--- src/rtl/operand_fwd_unit.sv ---
// EX-stage operand forwarding with load-use stall detection.
// Forwards from EX/MEM, MEM/WB or a one-shot hold register captured during the stall bubble.
module operand_fwd_unit #(
    parameter int XLEN   = 32,
    parameter int NUM_RS = 2,
    parameter int CNT_W  = 16
) (
    input  logic                     clk,
    input  logic                     rst,
    input  logic [NUM_RS*5-1:0]      rs_addr,
    input  logic [NUM_RS-1:0]        rs_used,
    input  logic [NUM_RS*XLEN-1:0]   rs_data_in,
    input  logic [4:0]               ex_mem_addr,
    input  logic [XLEN-1:0]          ex_mem_data,
    input  logic                     ex_mem_w,
    input  logic                     ex_mem_is_load,
    input  logic [4:0]               mem_wb_addr,
    input  logic [XLEN-1:0]          mem_wb_data,
    input  logic                     mem_wb_w,
    input  logic                     freeze,
    output logic [NUM_RS*XLEN-1:0]   fwd_data,
    output logic [NUM_RS*2-1:0]      fwd_src,
    output logic                     stall_out,
    output logic [CNT_W-1:0]         lu_stall_cnt
);

    localparam logic [0:0] ST_RUN       = 1'b0;
    localparam logic [0:0] ST_LOAD_WAIT = 1'b1;

    localparam logic [1:0] SRC_RF   = 2'd0;
    localparam logic [1:0] SRC_EXM  = 2'd1;
    localparam logic [1:0] SRC_WB   = 2'd2;
    localparam logic [1:0] SRC_HOLD = 2'd3;

    logic [0:0]              r_state;
    logic [NUM_RS-1:0]       r_hold_valid;
    logic [NUM_RS*XLEN-1:0]  r_hold_data;
    logic [CNT_W-1:0]        r_cnt;

    logic [NUM_RS-1:0]       w_exm;
    logic [NUM_RS-1:0]       w_wbm;
    logic                    w_haz;

    // x0 is hardwired zero, so a write to it must never be forwarded.
    always_comb begin
        // NOTE: every always_comb output gets a default first so no path can infer a latch.
        w_exm = '0;
        w_wbm = '0;
        for (int i = 0; i < NUM_RS; i++) begin
            w_exm[i] = ex_mem_w && (ex_mem_addr == rs_addr[i*5 +: 5]) && (ex_mem_addr != 5'd0);
            w_wbm[i] = mem_wb_w && (mem_wb_addr == rs_addr[i*5 +: 5]) && (mem_wb_addr != 5'd0);
        end
    end

    always_comb begin
        fwd_data = rs_data_in;
        fwd_src  = '0;
        for (int i = 0; i < NUM_RS; i++) begin
            if (rs_used[i]) begin
                if (w_exm[i]) begin
                    fwd_data[i*XLEN +: XLEN] = ex_mem_data;
                    fwd_src[i*2 +: 2]        = SRC_EXM;
                end else if (w_wbm[i]) begin
                    fwd_data[i*XLEN +: XLEN] = mem_wb_data;
                    fwd_src[i*2 +: 2]        = SRC_WB;
                end else if (r_hold_valid[i]) begin
                    fwd_data[i*XLEN +: XLEN] = r_hold_data[i*XLEN +: XLEN];
                    fwd_src[i*2 +: 2]        = SRC_HOLD;
                end else begin
                    fwd_src[i*2 +: 2]        = SRC_RF;
                end
            end
        end
    end

    // Stall is requested even while frozen; the FSM simply does not act on it until unfrozen.
    assign w_haz        = (r_state == ST_RUN) && ex_mem_is_load && |(rs_used & w_exm);
    assign stall_out    = w_haz;
    assign lu_stall_cnt = r_cnt;

    always_ff @(posedge clk) begin
        // NOTE: sequential state uses non-blocking assignments so all registers update from pre-edge values.
        if (rst) begin
            r_state      <= ST_RUN;
            r_hold_valid <= '0;
            r_hold_data  <= '0;
            r_cnt        <= '0;
        end else if (!freeze) begin
            case (r_state)
                ST_RUN: begin
                    if (w_haz) begin
                        r_state <= ST_LOAD_WAIT;
                        if (r_cnt != {CNT_W{1'b1}}) begin
                            r_cnt <= r_cnt + 1'b1;
                        end
                        // The value retiring from MEM/WB during the bubble would otherwise be lost.
                        r_hold_valid <= rs_used & w_wbm & ~w_exm;
                        r_hold_data  <= {NUM_RS{mem_wb_data}};
                    end else begin
                        r_hold_valid <= '0;
                    end
                end
                default: begin
                    r_state      <= ST_RUN;
                    r_hold_valid <= '0;
                end
            endcase
        end
    end

endmodule
--- config.mk ---
export PLATFORM = sky130hd
export DESIGN_NAME = operand_fwd_unit
export DESIGN_NICKNAME = d
export VERILOG_FILES = /design/src/rtl/operand_fwd_unit.sv
export SDC_FILE = /design/constraint.sdc
export NUM_CORES = 1
export LEC_CHECK = 0
export ABC_AREA = 0
export BUFFER_PORTS_ARGS = -buffer_cell sky130_fd_sc_hd__buf_2
export CAP_MARGIN = 40
export CELL_PAD_IN_SITES_DETAIL_PLACEMENT = 1
export CELL_PAD_IN_SITES_GLOBAL_PLACEMENT = 2
export CORE_AREA = 2 2 142 144
export DETAILED_ROUTE_END_ITERATION = 10
export DIE_AREA = 0 0 144 146
export GPL_TIMING_DRIVEN = 0
export HOLD_SLACK_MARGIN = 0.12
export PLACE_DENSITY_LB_ADDON = 0.1
export SETUP_SLACK_MARGIN = 0.15
export SYNTH_ARGS = -nofsm -noshare
export SYNTH_HDL_FRONTEND = slang
export SYNTH_SLANG_ARGS = --single-unit
--- constraint.sdc ---
create_clock -name clk -period 4.1 [get_ports clk]
set_input_delay 0.41 -clock clk [delete_from_list [all_inputs] [get_ports clk]]
set_output_delay 0.41 -clock clk [all_outputs]
set_load 0.03 [all_outputs]
; ---- After elaboration in Yosys (flattened, before gate mapping)
; Cells that the tools add are included.
[totals]
regBits = 83
inputBits = 156
output_inout_bits = 85
[op_classes]
n_addsub = 1
n_eq_ne = 5
n_mux = 20
bitwise_logic = 6
n_reduce_logical = 15
[ops]
columns = operator, n
row1 = $mux W32, 8
row2 = $eq A5 B5 Y1, 4
row3 = $mux W2, 10
row4 = $add A16 B1 Y16 const B, 1
row5 = $ne A16 B16 Y1 const B, 1
row6 = $logic_and A1 B1 Y1, 10
row7 = $reduce_bool A5 Y1, 2
row8 = $and A2 B2 Y2, 3
row9 = $reduce_and A4 Y1, 1
row10 = $reduce_and A3 Y1, 1
row11 = $mux W1, 2
row12 = $not A1 Y1, 2
row13 = $not A2 Y2, 1
row14 = $reduce_or A2 Y1, 1

; ---- Logic depth before layout (Yosys ltp)
; Gate-level depths: netlist of the first run.
[logic_depth]
ltp_word = 8
depth_mapped = 8
mapped_depth_nobuf = 7

; ---- Worst setup path before layout of the first run
; Ideal clock, no wire load.
[synth_timing]
kind = input -> output
from = in mem_wb_addr[1]
to = out fwd_data[55]
arrival_ps = 2132
required_ps = 3690
setup_slack_ps = 1558
cell_stages = 8
n_path_buf = 2
cell_sequence = or4_1 > nor2_1 > nor4_1 > buf_2 > buf_2 > nor2_1 > a21oi_1 > o221ai_1
[synth_via]
elab_chain_cells = 6
elab_cells_between_ends = 7
classes_between = eq/ne: 1 / mux: 3 / reduce/logical: 3
[synth_rtl]
columns = item, line_no
row1 = from (decl), 17  ; input logic [4:0] mem_wb_addr,
row2 = $eq A5 B5 Y1, 51  ; w_wbm[i] = mem_wb_w && (mem_wb_addr == rs_addr[i*5 +: 5]) && (mem_wb_addr != 5'd0);
row3 = $logic_and A1 B1 Y1, 51
row4 = $logic_and A1 B1 Y1 *, 51
row5 = $mux W32 *, 63  ; end else if (w_wbm[i]) begin
row6 = $mux W32 *, 60  ; if (w_exm[i]) begin
row7 = $mux W32 *, 59  ; if (rs_used[i]) begin
row8 = to (decl), 21  ; output logic [NUM_RS*XLEN-1:0] fwd_data,
; Mark *: on every way between the ends. The rest lies on a longest branch, timed or not.

; ---- Worst setup path after layout of the first run
[layout_timing]
from = in rs_addr[7]
to = out fwd_data[45]
[layout_via]
elab_chain_cells = 6
elab_cells_between_ends = 9
classes_between = eq/ne: 2 / mux: 3 / reduce/logical: 4
[layout_rtl]
columns = item, line_no
row1 = from (decl), 10  ; input logic [NUM_RS*5-1:0] rs_addr,
row2 = $eq A5 B5 Y1, 51
row3 = $logic_and A1 B1 Y1 (2 in a row), 51
row4 = $mux W32, 63
row5 = $mux W32 *, 60
row6 = $mux W32 *, 59
; Marked as above.

==> results of run 1 <==
[worst max-delay path by stage]
stage	slack (ns)	start	depth (start not counted)	endpoint
2_1_floorplan	1.56	mem_wb_addr[1]	8	fwd_data[55]
3_3_place_gp	0.71	rs_addr[8]	9	fwd_data[45]
3_5_place_dp	0.74	rs_addr[7]	9	fwd_data[45]
4_1_cts	0.74	rs_addr[7]	9	fwd_data[45]
5_1_grt	0.56	rs_addr[7]	9	fwd_data[45]
6_report	0.70	rs_addr[7]	9	fwd_data[45]
[routing by layer]
metal | wire length [um] | global-route usage
met2 | 11100 | 0.371
met1 | 11200 | 0.307
met3 | 1550 | 0.0448
met5 | 0 | 0
met4 | 263 | 0.0456
[flip-flops by register name (all words and copies together), names as in the netlist]
signal        count
r_hold_valid      2
lu_stall_cnt     16
r_hold_data      32
r_state           1
[worst max-delay path, stage by stage]
cell,delay (ns)
buf_2,0.12
xnor2_1,0.16
nand4_1,0.13
nor4_1,0.67
buf_2,0.36
buf_1,0.45
a21oi_1,0.15
o221ai_1,0.26
buf_2,0.26
[layout make-up]
class / count / area [um^2] / share of cell area
well taps: 265 / 332 / 0.0495
flip-flops and latches: 51 / 1020 / 0.152
clock inverters: 2 / 12.5 / 0.00187
diodes: 4 / 10.0 / 0.00149
inverters: 67 / 251 / 0.0375
clock buffers: 6 / 129 / 0.0192
plain buffers: 63 / 279 / 0.0416
multi-input cells: 533 / 3460 / 0.516
repair buffers: 240 / 1210 / 0.181
[logic make-up after synthesis]
| family | count (synthesis) | share of synthesized area |
|---|---|---|
| AOI/OAI and AO/OA | 159 | 0.214 |
| xor gates and xnor gates | 21 | 0.0367 |
| adders and majority gates | 1 | 0.00250 |
| buffers and inverters | 130 | 0.106 |
| DFF | 51 | 0.204 |
| muxes | 97 | 0.194 |
| and+or+nand+nor | 255 | 0.243 |
[report_power, final]
group          total [mW]  switching (mW)  internal [mW]
registers           0.497         0.00100          0.496
logic               0.523           0.346          0.177
clock network       0.449           0.221          0.227
total                1.47           0.568          0.900
[metrics by stage]
step | setup WS, ns | power [mW] | cells | util
final | 0.700 | 1.47 | 1231 | 0.347
after global routing | 0.565 | 1.55 | 1229 | 0.346
after CTS | 0.735 | 1.49 | 1227 | 0.346
after detailed placement | 0.742 | 1.03 | 1219 | 0.339
after global placement | 0.711 | 1.03 | 1218 | 0.338
after floorplan | 1.56 | 0.803 | 714 | -
[placed cells by master, fill, tap and decap left out, types with 3 or more instances in the layout]
cell type / n
buf_2: 255
buf_1: 4
diode_2: 4
nand3_1: 71
mux2i_1: 96
and4_1: 3
and3_1: 6
o221ai_1: 64
clkbuf_16: 5
dfxtp_1: 51
or3_1: 6
nand2_1: 15
xnor2_1: 12
nor2_1: 114
nor2b_1: 10
nand4_1: 10
nand2b_1: 3
xor2_1: 9
nor4_1: 3
or4_1: 8
inv_1: 65
buf_6: 3
a21oi_1: 74
o21ai_0: 11
clkbuf_1: 41
==> flow_summary.ini, run 1 <==
[global_route]
first_global_vias = 6354
grt_start_max_net_pins = 16
grt_pass1_wl_mm = 36.8
grt.overflow.total = 0
grtUsageTotal = 0.226
antenna_found_initial = 4

[cells_and_area]
nets = 1118
final_area_um2 = 6700
num-fill-cells = 2502
drive_gt1_frac = 0.283
area_delta_synth_final_pct = 33.8

[floorplan]
initial_utilization = 0.259
die_h_um = 146
rows = 51
pin_count = 241
dieArea_um2 = 21000
coreArea_um2 = 19300
die-width_um = 144

[sta]
grt_setup_unrepaired = false
period_needed_ns = 3.40
timing.hold.ws_ns = 0.379
skew_ns = 0.00759
hold_violations = 0
period_share = 0.829
max_freq_ghz = 0.294
setup_violations = 0
fin_tns_setup_ns = 0
worst_pin_slew_ns = 0.864
max-slew-margin-rel = 0.419
slew_viol_final = 0

[place]
dp_hpwl_mm = 18.1
placed_area_um2 = 6550
io_buffers = 239
place_congestion = 0.766

[synthesis]
yosysWarnings = 0
yosysMostFrequentCell = nor2_1
ys_types = 39
ys.flop_type = dfxtp_1
synth_top_cell_area_share = 0.204
ys_seq_area_frac = 0.204
synthTopCellsByCount = 114 x nor2_1, 96 x mux2i_1, 74 x a21oi_1
synth_top_cell_by_area = dfxtp_1
synthTopCellsByArea = dfxtp_1 20%, mux2i_1 19%, o221ai_1 11%
ys_ff_latch = 51
synth-edff-count = 0
synthArstFlopShare = 0
synth_fp_nets = 871
synth_area_per_cell_um2 = 7.01
synth_cells = 714
netlist_area_um2 = 5010

[cts]
clk-insertion-delay-late_ns = 0.31
cts_buffers = 5
root_buffer = clkbuf_16
cts_max_path_buffers = 2
clkTransAtPathRegs_ns = 0.07
cts_setup_buffers = 0
holdBufCountCts = 0
cts.htree.levels = 2
cts_tree = yes
cts_resized = 0
numClockSinks = 51

[pwr]
leakagePower_nw = 2.88
vdd_ir_drop_max_mv = 0.131
power_density_nw_per_um2 = 219

[drt]
ant_nets = 0
drtPass1Iterations = 4
vias_per_cell = 5.10
routedWlPerCell_um = 19.6
wirelength_mm = 24.1
drtIter0Drc = 219
drc = 0
vias = 6283

[min_path]
hold_class = in2reg
hold-path-endpoint = r_hold_data[40]$_SDFFE_PP0P_
hold_depth = 3
min_from = mem_wb_data[8]

[worst_setup_path]
reg2reg_depth = 7
path_class = in2out
crit_arrival_ns = 2.99
ff2ff_setup_slack_ns = 1.94
critPathMaxFanout = 10
r2r_end = lu_stall_cnt[13]$_SDFFE_PP0P_
rr_startpoint = lu_stall_cnt[3]$_SDFFE_PP0P_
cp-end-kind = output port
worstPathRequired_ns = 3.69
start_kind = primary input

[run]
drv_cap = 0

[outcome]
status = finished, final reports clean
Power figures use the tool's default switching activity.
==> run 2, diff against run 1 <==
--- a/config.mk
+++ b/config.mk
@@ -10,9 +10,9 @@
 export CAP_MARGIN = 40
 export CELL_PAD_IN_SITES_DETAIL_PLACEMENT = 1
 export CELL_PAD_IN_SITES_GLOBAL_PLACEMENT = 2
-export CORE_AREA = 2 2 142 144
+export CORE_AREA = 2 2 154 156
 export DETAILED_ROUTE_END_ITERATION = 10
-export DIE_AREA = 0 0 144 146
+export DIE_AREA = 0 0 156 158
 export GPL_TIMING_DRIVEN = 0
 export HOLD_SLACK_MARGIN = 0.12
 export PLACE_DENSITY_LB_ADDON = 0.1
==> constraint.sdc (replaced) <==
create_clock -name clk -period 2.97 [get_ports clk]
set_input_delay 0.297 -clock clk [delete_from_list [all_inputs] [get_ports clk]]
set_output_delay 0.297 -clock clk [all_outputs]
set_load 0.03 [all_outputs]
==> run 2 against run 1 <==
Flip-flop and latch count stayed put. Combinational power is 41% higher. Clock power up 64%. Global-route usage shrank 2.1 points. Via count down 1.5%. Setup slack lost 0.41 ns. Worst hold slack worse by 0.12 ns. Register-to-register slack got worse by 1.1 ns. Largest power group unchanged. Highest routed layer is now met5. Non-clock buffer count grew 2. Utilization down 5.0 points. Die area rose by 17%. Critical path depth rose by 1.
==> flow_summary.ini, run 2 (synthesis results as in run 1) <==
[sta]
postLayoutSetupSlackWorst_ns = 0.286
period_needed_ns = 2.68
timing.hold.ws_ns = 0.262
hold_violations = 0
max_freq_ghz = 0.373
slew_viol_final = 0
setup_violations = 0
max-slew-margin-rel = 0.455
worst_pin_slew_ns = 0.818
fin_tns_setup_ns = 0
skew_ns = 0.00721
grt_setup_unrepaired = true
period_share = 0.904

[floorplan]
coreArea_um2 = 23100
die-width_um = 156
die_h_um = 158
dieArea_um2 = 24600
initial_utilization = 0.217
pin_count = 241
rows = 56

[global_route]
grtUsageTotal = 0.205
grt_start_max_net_pins = 16
grt.overflow.total = 0
antenna_found_initial = 3
first_global_vias = 6435
grt_pass1_wl_mm = 38.7

[cells_and_area]
final_area_um2 = 6830
area_delta_synth_final_pct = 36.4
nets = 1120
drive_gt1_frac = 0.298
mostFrequentLayoutCells = 256 x buf_2, 112 x nor2_1, 96 x mux2i_1
regMostFlops = r_hold_data
final_util = 0.296
final_common_cell = buf_2
num-fill-cells = 2928
largest_reg_flops = 32

[pwr]
power_density_nw_per_um2 = 316
leakagePower_nw = 2.94
vdd_ir_drop_max_mv = 0.177

[outcome]
status = finished, final reports clean

[drt]
vias_per_cell = 4.93
drtPass1Iterations = 4
wirelength_mm = 25.7
drc = 0
vias = 6187
drtIter0Drc = 191
routedWlPerCell_um = 20.5
ant_nets = 0

[worst_setup_path]
start_kind = primary input
critical_path.top_delay_family = buffers and inverters
worstPathRequired_ns = 2.67
ff2ff_setup_slack_ns = 0.80
reg2reg_depth = 7
cp_cell_sequence = buf_2 > xnor2_1 > and4_1 > and3_1 > clkbuf_2 > nand2b_1 > buf_2 > buf_2 > o221ai_1 > buf_2
crit_cells = 10
critical_path_buf_inv_count = 5
path_class = in2out
critPathMaxFanout = 10
crit_arrival_ns = 2.39
cp-end-kind = output port
rr_startpoint = lu_stall_cnt[3]$_SDFFE_PP0P_
cp_slowest_cell = buf_2
cp_common_cell = buf_2
r2r_end = lu_stall_cnt[3]$_SDFFE_PP0P_
cpPeakStageDelay_ns = 0.33

[place]
place_congestion = 0.777
dp_hpwl_mm = 19.4
placed_area_um2 = 6610
io_buffers = 239
dp_slack_ns = -0.242

[cts]
holdBufCountCts = 0
cts_tree = yes
cts.htree.levels = 2
cts_buffers = 5
root_buffer = clkbuf_16
clk-insertion-delay-late_ns = 0.31
cts_max_path_buffers = 2
clkTransAtPathRegs_ns = 0.08
numClockSinks = 51

[min_path]
min_from = mem_wb_data[5]
hold-path-endpoint = r_hold_data[37]$_SDFFE_PP0P_
hold_depth = 3
hold_class = in2reg

[run]
drv_cap = 0
-- run 2: changes by cell type in the layout (fill, tap and decap cells not counted), sizes merged --
cell	change
buf	+1
clkinvlp	-1
clkbuf	+1
bufinv	+1
diode	-2
-- run 2: through the flow --
step,power [mW],instances
5_1_grt,2.28,1255
3_5_place_dp,1.44,1246
4_1_cts,2.19,1254
2_1_floorplan,1.11,714
6_report,2.16,1256
3_3_place_gp,1.44,1243
-- run 2: worst register-to-register path: cells and delay by family (launching register included) --
family	cells	cell delay [ns]
compound gates	2	0.40
xor+xnor	1	0.17
buf+inv	1	0.24
flops	1	0.43
simple gates	3	0.80
-- run 2: cell type report --
type                            instances  area [um^2]  area share
Buffer                                 63          290      0.0425
Multi-Input combinational cell        533         3500       0.512
Sequential cell                        51         1020       0.149
Timing Repair Buffer                  242         1230       0.181
Clock buffer                            6          139      0.0203
Clock inverter                          2         35.0     0.00513
Inverter                               67          251      0.0368
Antenna cell                            2         5.00    0.000732
Tap cell                              290          363      0.0531
-- run 2: worst max path at each step --
stage                        start      endpoint
finish              ex_mem_addr[0]  fwd_data[37]
global placement        rs_addr[6]  fwd_data[44]
detailed placement      rs_addr[6]  fwd_data[44]
CTS                     rs_addr[4]  fwd_data[19]
global route        mem_wb_addr[1]  fwd_data[59]
floorplan           mem_wb_addr[1]  fwd_data[55]
-- run 2: what timing repair did --
action                     4_1_cts  5_1_grt
setup buffers                    0        0
setup endpoints to repair       66       64
resized for setup                9        8
-- run 2: routing by layer --
metal / share of wire / vias up / GRT usage
met5: 0.00051 / - / 0
met4: 0.0090 / 2 / 0.0367
met3: 0.061 / 17 / 0.0452
met2: 0.45 / 178 / 0.338
met1: 0.48 / 2927 / 0.278
li1: - / 3063 / -
-- run 2: power breakdown --
group          total [mW]  internal [mW]  leakage [nW]  switching, mW
combinational       0.739          0.247          2.44          0.492
sequential          0.686          0.685         0.411        0.00136
clock               0.737          0.422        0.0869          0.315
==> run 3, diff against run 2 <==
--- a/config.mk
+++ b/config.mk
@@ -11,12 +11,14 @@
 export CELL_PAD_IN_SITES_DETAIL_PLACEMENT = 1
 export CELL_PAD_IN_SITES_GLOBAL_PLACEMENT = 2
 export CORE_AREA = 2 2 154 156
+export CTS_BUF_LIST = sky130_fd_sc_hd__clkbuf_4 sky130_fd_sc_hd__clkbuf_8
 export DETAILED_ROUTE_END_ITERATION = 10
 export DIE_AREA = 0 0 156 158
 export GPL_TIMING_DRIVEN = 0
 export HOLD_SLACK_MARGIN = 0.12
 export PLACE_DENSITY_LB_ADDON = 0.1
 export SETUP_SLACK_MARGIN = 0.15
+export SLEW_MARGIN = 10
 export SYNTH_ARGS = -nofsm -noshare
 export SYNTH_HDL_FRONTEND = slang
 export SYNTH_SLANG_ARGS = --single-unit
==> run 3 against run 2 <==
Non-clock buffer count stayed put. Cell count is the same. Global-route usage hardly changed. First-iteration DRC count grew 8.9%.
==> flow_summary.ini, run 3 (synthesis results as in run 1) <==
[worst_setup_path]
critPathMaxFanout = 8
path_class = reg2out
ff2ff_setup_slack_ns = 0.79
start_kind = register
crit_arrival_ns = 2.40
worstPathRequired_ns = 2.67
cp-end-kind = output port

[floorplan]
pin_count = 241
coreArea_um2 = 23100
rows = 56
initial_utilization = 0.217
dieArea_um2 = 24600
die-width_um = 156
die_h_um = 158

[drt]
vias_per_cell = 4.92
drtIter0Drc = 208
drtPass1Iterations = 4
vias = 6178
drc = 0
wirelength_mm = 25.7
ant_nets = 0
routedWlPerCell_um = 20.5

[global_route]
grt_pass1_wl_mm = 38.7
grt_start_max_net_pins = 16
first_global_vias = 6438
grt.overflow.total = 0
antenna_found_initial = 3
grtUsageTotal = 0.205

[cells_and_area]
nets = 1120
final_util = 0.294
drive_gt1_frac = 0.299
mostFrequentLayoutCells = 256 x buf_2, 112 x nor2_1, 96 x mux2i_1
largest_reg_flops = 32
final_common_cell = buf_2
num-fill-cells = 2941
regMostFlops = r_hold_data
area_delta_synth_final_pct = 35.3

[run]
drv_cap = 0

[outcome]
status = finished, final reports clean

[cts]
clkTransAtPathRegs_ns = 0.11
cts_buffers = 5
clk-insertion-delay-late_ns = 0.34
numClockSinks = 51
cts_setup_buffers = 0
cts_max_path_buffers = 2
cts.htree.levels = 2
cts_tree = yes
root_buffer = clkbuf_8

[sta]
setup_violations = 0
max_freq_ghz = 0.371
max-slew-margin-rel = 0.469
slew_viol_final = 0
skew_ns = 0.00327
hold_violations = 0
period_share = 0.906
period_needed_ns = 2.69
grt_setup_unrepaired = true
worst_pin_slew_ns = 0.797

[pwr]
leakagePower_nw = 2.92
power_density_nw_per_um2 = 295
design_power_total_mw = 2.00
vdd_ir_drop_max_mv = 0.154

[place]
dp_hpwl_mm = 19.4
io_buffers = 239
place_congestion = 0.777

[min_path]
hold_class = in2reg
-- run 3: cell count changes in the layout (fill, tap and decap cells not counted) --
cell / delta
clkbuf_2: +1
clkbuf_16: -5
clkbuf_8: +5
clkbuf_1: -1
-- run 3: metal layers --
layer  wire, um  GRT usage  vias up
li1           -          -     3064
met1      12200      0.278     2922
met2      11700      0.338      175
met3       1540     0.0460       15
met4        230     0.0371        2
met5         13          0        -
-- run 3: final timing paths --
check / to / depth (start not counted) / startpoint
worst max-delay path: fwd_data[19] / 8 / r_hold_valid[0]$_SDFFE_PP0N_
worst min-delay path: r_hold_data[37]$_SDFFE_PP0P_ / 3 / mem_wb_data[5]
worst max register to register: lu_stall_cnt[13]$_SDFFE_PP0P_ / 8 / lu_stall_cnt[0]$_SDFFE_PP0P_
worst min register to register: lu_stall_cnt[15]$_SDFFE_PP0P_ / 2 / lu_stall_cnt[15]$_SDFFE_PP0P_
-- run 3: through the flow --
stage	setup slack, ns	hold slack [ns]	TNS (ns)	area [um^2]	cells
floorplan	0.654	0.444	0	5010	714
global placement	-0.270	0.495	-4.09	6570	1243
detailed placement	-0.242	0.504	-3.29	6610	1246
CTS	0.199	0.209	0	6750	1254
global route	0.0918	0.226	0	6780	1255
finish	0.278	0.229	0	6780	1256
-- run 3: layout make-up --
type                            instances  area, um^2  area share
Multi-Input combinational cell        533        3500       0.516
Tap cell                              290         363      0.0535
Buffer                                 63         292      0.0430
Timing Repair Buffer                  242        1230       0.182
Clock buffer                            6        82.6      0.0122
Inverter                               67         251      0.0371
Clock inverter                          2        35.0     0.00517
Antenna cell                            2        5.00    0.000738
Sequential cell                        51        1020       0.151
-- run 3: timing repair --
item	4_1_cts	5_1_grt
gates resized for setup	9	10
hold buffers	0	0
endpoints found under the setup margin	66	64
-- run 3: where the power goes --
| part | total (mW) | switching (mW) | leakage (nW) | internal [mW] |
|---|---|---|---|---|
| sequential | 0.687 | 0.00136 | 0.411 | 0.685 |
| combinational | 0.739 | 0.492 | 2.45 | 0.247 |
| clock | 0.574 | 0.300 | 0.0612 | 0.274 |
| total | 2.00 | 0.793 | 2.92 | 1.21 |
-- run 3: worst max-delay path: stages, from the launching register on --
cell and delay [ns]:
dfxtp_1 0.33, buf_2 0.27, clkbuf_1 0.45, buf_6 0.21, mux2i_1 0.18, nor2_1 0.06, a21oi_1 0.15, o221ai_1 0.17
buf_2 0.24
